<file path="src/rtl/vga_timing_gen.sv">
// Free-running VGA raster timing generator: beam counters, sync pulses, active-video flag
// and line/frame start strobes, all registered and advanced by a pixel clock enable.
module vga_timing_gen #(
  parameter int H_ACTIVE = 640,
  parameter int H_FP     = 16,
  parameter int H_SYNC   = 96,
  parameter int H_BP     = 48,
  parameter int V_ACTIVE = 480,
  parameter int V_FP     = 10,
  parameter int V_SYNC   = 2,
  parameter int V_BP     = 33,
  parameter bit SYNC_POL = 1'b0
) (
  input  logic       clk,
  input  logic       rst_n,
  input  logic       ce,
  output logic       hsync,
  output logic       vsync,
  output logic       display_on,
  output logic [9:0] hpos,
  output logic [9:0] vpos,
  output logic       line_start,
  output logic       frame_start
);

  localparam int H_TOTAL = H_ACTIVE + H_FP + H_SYNC + H_BP;
  localparam int V_TOTAL = V_ACTIVE + V_FP + V_SYNC + V_BP;
  localparam int HS_START = H_ACTIVE + H_FP;
  localparam int HS_END   = H_ACTIVE + H_FP + H_SYNC;
  localparam int VS_START = V_ACTIVE + V_FP;
  localparam int VS_END   = V_ACTIVE + V_FP + V_SYNC;
  localparam logic [9:0] H_LAST = 10'(H_TOTAL - 1);
  localparam logic [9:0] V_LAST = 10'(V_TOTAL - 1);

  if (H_TOTAL > 1024) begin : g_h_total_check
    $error("vga_timing_gen: H_TOTAL exceeds 1024");
  end
  if (V_TOTAL > 1024) begin : g_v_total_check
    $error("vga_timing_gen: V_TOTAL exceeds 1024");
  end

  logic       h_wrap;
  logic       v_wrap;
  logic [9:0] next_h;
  logic [9:0] next_v;
  logic       next_hs_act;
  logic       next_vs_act;
  logic       next_de;

  // Sync and active-video are decoded from the next counter values so that once
  // registered they line up with the hpos/vpos shown on the same cycle.
  always_comb begin
    h_wrap      = (hpos == H_LAST);
    v_wrap      = (vpos == V_LAST);
    next_h      = h_wrap ? 10'd0 : hpos + 10'd1;
    next_v      = vpos;
    if (h_wrap) begin
      next_v = v_wrap ? 10'd0 : vpos + 10'd1;
    end
    next_hs_act = (int'(next_h) >= HS_START) && (int'(next_h) < HS_END);
    next_vs_act = (int'(next_v) >= VS_START) && (int'(next_v) < VS_END);
    next_de     = (int'(next_h) < H_ACTIVE) && (int'(next_v) < V_ACTIVE);
  end

  // Reset parks the beam on the last back-porch pixel so the first enable
  // lands on (0,0) and fires both strobes.
  always_ff @(posedge clk or negedge rst_n) begin
    if (!rst_n) begin
      hpos        <= H_LAST;
      vpos        <= V_LAST;
      hsync       <= ~SYNC_POL;
      vsync       <= ~SYNC_POL;
      display_on  <= 1'b0;
      line_start  <= 1'b0;
      frame_start <= 1'b0;
    end else if (ce) begin
      hpos        <= next_h;
      vpos        <= next_v;
      hsync       <= next_hs_act ? SYNC_POL : ~SYNC_POL;
      vsync       <= next_vs_act ? SYNC_POL : ~SYNC_POL;
      display_on  <= next_de;
      line_start  <= h_wrap;
      frame_start <= h_wrap && v_wrap;
    end else begin
      line_start  <= 1'b0;
      frame_start <= 1'b0;
    end
  end

  ce_known: assert property (@(posedge clk) disable iff (!rst_n) !$isunknown(ce))
    else $error("vga_timing_gen: ce is X/Z");

endmodule
</file>
<file path="config.mk">
export PLATFORM = sky130hd
export DESIGN_NAME = vga_timing_gen
export DESIGN_NICKNAME = d
export VERILOG_FILES = /design/src/rtl/vga_timing_gen.sv
export SDC_FILE = /design/constraint.sdc
export NUM_CORES = 1
export LEC_CHECK = 0
export BUFFER_PORTS_ARGS = -buffer_cell sky130_fd_sc_hd__buf_2
export CELL_PAD_IN_SITES_DETAIL_PLACEMENT = 1
export CELL_PAD_IN_SITES_GLOBAL_PLACEMENT = 2
export CORE_ASPECT_RATIO = 1.4
export CORE_UTILIZATION = 36
export CTS_CLUSTER_DIAMETER = 100
export DETAILED_ROUTE_END_ITERATION = 16
export PLACE_DENSITY = 0.83
export SYNTH_ARGS = -nofsm -noshare
export SYNTH_HDL_FRONTEND = slang
export SYNTH_SLANG_ARGS = --single-unit
</file>
<file path="constraint.sdc">
create_clock -name clk -period 4 [get_ports clk]
set_clock_uncertainty 0.1 [all_clocks]
set_input_delay 0.8 -clock clk [delete_from_list [all_inputs] [get_ports clk]]
set_output_delay 0.8 -clock clk [all_outputs]
set_load 0.005 [all_outputs]
</file>
# == Yosys cells after proc, flatten, opt, wreduce, memory -nomap -nowiden ==
# Index checks and enable logic that the tools add are counted.
# op_classes
order_cmp,6
add_sub_neg,2
n_mux,7
reduce_logical,4
n_eq_ne,2
# op_table
operator,count
$mux 10,3
$add 10x1->10 const B,2
$eq 10x10->1 const B,2
$lt 10x10->1 const B,2
$lt 10x9->1 const B,2
$ge 10x10->1 const B,1
$ge 10x9->1 const B,1
$logic_and 1x1->1,4
$mux 1,4
# totals
ff_bits,25
wordCells,28
out_inout_bits,25

# == Longest topological paths before layout ==
# depth
ltp_word,6
mapped_depth,8

# == Worst setup path after synthesis ==
# Ideal clock, no wire load.
# synth_timing
path_kind,register to register
from,reg vpos[1]
to,reg display_on
setup_time_ps,96
t_required_ps,3804
arrival_ps,2091
path_slack_ps,1714
path_buffers,0
stages_incl_launch_ff,9
cell_sequence,dfrtp_1 inv_1 ha_1 or4b_4 or4_4 and2_4 o21ai_2 nand3_1 o32ai_2
# synth_via
elab_chain_cells,5
# synth_rtl
element,line_no,rtl
from (decl),21,"output logic [9:0] vpos,"
from (signal assigned),78,vpos <= next_v;
$add 10x1->10 or $eq 10x10->1 (tied branches),"58, 54",
$mux 10,58,next_v = v_wrap ? 10'd0 : vpos + 10'd1;
$mux 10 (*),57,if (h_wrap) begin
$lt 10x9->1 (*),62,next_de = (int'(next_h) < H_ACTIVE) && (int'(next_v) < V_ACTIVE);
$logic_and 1x1->1 (*),62,
to (signal assigned),81,display_on <= next_de;
to (decl),19,"output logic display_on,"
# Every way passes the cells marked *; elsewhere a longest branch is shown, timed or not.
# A chain may end at the register's enable or synchronous reset.

# == Worst setup path after layout ==
# layout_timing
from,reg hpos[9]
to,reg vpos[4]
# layout_via
elab_chain_cells,2
# layout_rtl
element,line_no,rtl
from (decl),20,"output logic [9:0] hpos,"
from (signal assigned),77,hpos <= next_h;
$eq 10x10->1,53,h_wrap = (hpos == H_LAST);
$mux 10,57,
# Every way passes these cells.

==> run_results.csv <==
group,metric,value,unit
grt,grt_pass1_wl,6690,µm
clock_network,cts_hold_buf,0,
critical_path,path_delay_family,"simple AND/OR/NAND/NOR gates",
critical_path,r2r_slack,1.45,ns
timing,grt_setup_unrepaired,"false",
cells_and_area,drive_above_1_share,0.270,
power,power_leakage,0.763,nW
timing,fin_tns_setup,0,ns
synthesis,synth_area,1530,µm²
critical_path,cp-end-kind,"flip-flop",
synthesis,synthArstFlopShare,1.00,
floorplanning,rows,27,
place,portBuffers,27,
cells_and_area,nets,197,
routing,final_antenna_net_count,0,
floorplanning,dieArea,4520,µm²
synthesis,synthFlopType,"dfrtp_1",
synthesis,synth.ff_latch_count,25,
flow_run,max_cap_viol_count,0,
clock_network,cts_resized,0,
critical_path,path_buf_inv,1,
timing,relSlewSlack,0.609,
synthesis,yosysSeqAreaShare,0.418,
power,irDropWorstVdd,0.150,mV
clock_network,insertion_delay,0.27,ns
critical_path,worstPathArrival,2.63,ns
clock_network,cts_made_buffers,3,
grt,first_global_vias,1413,
timing,drv_slew,0,
power,power_density,368,nW/µm²
routing,via_count,1374,
critical_path,cp.required,4.08,ns
floorplanning,fp.dieW,57.1,µm
clock_network,cts_num_sinks,25,
cells_and_area,num_antenna_cells,0,
min_path,holdCritStartpoint,"hsync",
routing,vias_per_cell,5.92,
floorplanning,die_y,79.2,µm
routing,wire_per_inst,17.1,µm
timing,setup_viol,0,
critical_path,cpMostUsedCell,"nand2_1",
place,hpwlAfterDp,2940,µm
synthesis,synth-edff-count,0,
routing,dr.pass1.iters,10,
synthesis,synth_top_area_share,0.212,
timing,hold_viol,0,
min_path,holdPathEnd,"hsync",
routing,drc,4,
place,dpl.cell_count,228,
timing,max_clock_freq,393,MHz
grt,grt_overflow,0,
min_path,min-delay-path-class,"reg2reg",
critical_path,rr_endpoint,"vpos[4]",
floorplanning,num_io_pins,28,
grt,grt_max_degree,26,
synthesis,syn_inst,168,
cells_and_area,fin_cells,232,
synthesis,synth.distinct_cells,50,
critical_path,startpoint_type,"flip-flop",
critical_path,worstSetupPathType,"reg2reg",
floorplanning,initial_core_util,0.381,
timing,tightest_slew,0.587,ns
critical_path,crit_cells,6,
run_status,violations,"DRC",
clock_network,clockRootBuffer,"clkbuf_8",
timing,period_minus_slack,2.55,ns
clock_network,clk_pin_slew,0.09,ns
power,total_power,0.636,mW
synthesis,yosysTopAreaCell,"dfrtp_1",
min_path,holdPathStages,2,
grt,grt_util_all_layers,0.189,
place,gp_congestion,0.853,
routing,wl,3970,µm
clock_network,cts_tree,"yes",
floorplanning,core,4020,µm²
synthesis,syn_avg_cell_area,9.12,µm²
routing,first_iter_violations,52,
critical_path,slowest_stage,"dfstp_2",
grt,antenna_found_initial,0,
clock_network,clockBufferDepth,2,
cells_and_area,syn_to_final_growth,12.8,%
synthesis,yosys_warnings,0,
timing,post-route-period-util,0.636,
run_status,status,"finished with violations",
synthesis,ys_top_cells_by_area,"dfrtp_1 (21%), dfstp_2 (21%), nand2_1 (6.1%)",
critical_path,rr_worst_depth,6,
clock_network,htree_levels,1,
critical_path,crit_chain,"nor4b_1, and3_1, nand2_1, inv_1, nand2_1, o31ai_1",
clock_network,cts_setup_buffers,0,
synthesis,synth.net_count,175,
critical_path,timing.rr.start,"hpos[9]",
critical_path,slowest_delay,0.61,ns
cells_and_area,n_fill_cell,502,
critical_path,worst-path-max-fanout,14,
-- layout by cell type (no fill, tap or decap), types with 2 or more instances in the layout --
cell type  Yosys  routed
nor2_1        10      10
inv_1          4       4
buf_2          1      27
nor3_1         5       5
nand2b_1       4       4
nand2_1       25      25
nor4b_1        2       2
a41oi_1        3       3
o22ai_1        2       2
ha_1           4       4
xor2_1         6       6
nand3_1        8       8
o31ai_1        4       4
or4_1          2       2
mux2_2         2       2
nand4_1        3       3
and3_1         4       4
o21ai_0       12      12
dfrtp_1       13      13
xnor2_1        5       5
clkbuf_8       0       3
dfstp_2       12      12
a311oi_1       2       2
-- cells by family after synthesis --
kind of cell             share of synthesized area
flip-flops                                   0.418
AO/OA/AOI/OAI                                0.176
AND/OR/NAND/NOR                              0.253
multiplexers                                0.0212
adder cells (fa/ha/maj)                     0.0327
buffers and inverters                       0.0351
XOR/XNOR                                    0.0629
-- registers in the layout, indices dropped and copies added (netlist names) --
register,count
frame_start,1
vpos,10
hsync,1
vsync,1
display_on,1
line_start,1
hpos,10
-- cells in the mapped netlist, types with 5 or more instances --
| library cell | number |
|---|---|
| clkbuf_1 | 8 |
| dfrtp_1 | 13 |
| dfstp_2 | 12 |
| nand2_1 | 25 |
| nand3_1 | 8 |
| nor2_1 | 10 |
| nor3_1 | 5 |
| o21ai_0 | 12 |
| xnor2_1 | 5 |
| xor2_1 | 6 |
-- power breakdown --
part / total (mW) / internal [mW] / leakage [nW] / switching (mW)
clock network: 0.155 / 0.0699 / 0.0255 / 0.0853
registers: 0.358 / 0.299 / 0.303 / 0.0598
logic: 0.123 / 0.0637 / 0.435 / 0.0591
-- routing by layer --
| layer | vias up | global-route usage | part of all wire |
|---|---|---|---|
| met3 | 6 | 0.0212 | 0.024 |
| met2 | 23 | 0.359 | 0.55 |
| li1 | 657 | - | - |
| met4 | 0 | 0.0683 | 0.014 |
| met5 | - | 0 | 0 |
| met1 | 688 | 0.214 | 0.41 |
-- cell type report --
type,instances,area (µm²),area share
Inverter,4,15.0,0.00869
Clock inverter,1,5.00,0.00290
Timing Repair Buffer,27,135,0.0782
Sequential cell,25,641,0.371
Clock buffer,3,41.3,0.0239
Multi-Input combinational cell,129,837,0.484
Tap cell,43,53.8,0.0311
-- worst register-to-register path, delay by kind of cell (launching register included) --
kind	cells	cell delay (ns)
compound gates	1	0.24
simple gates	4	1.28
buf+inv	1	0.22
flops	1	0.61
-- metrics by stage --
stage	hold WS [ns]	cell area, µm²	util	setup slack [ns]
global placement	0.374	1680	0.418	1.60
floorplan	0.375	1530	-	1.71
finish	0.391	1730	0.430	1.45
CTS	0.393	1730	0.430	1.45
detailed placement	0.379	1680	0.418	1.49
global route	0.416	1730	0.430	1.23
-- how the worst max path moves through the flow --
stage / start / endpoint / slack [ns]
CTS: hpos[9] / vpos[4] / 1.45
finish: hpos[9] / vpos[4] / 1.45
global placement: vpos[1] / display_on / 1.60
global route: hpos[9] / vpos[4] / 1.23
floorplan: vpos[1] / display_on / 1.71
detailed placement: hpos[9] / vpos[4] / 1.49
(Power assumes the default switching activity.)
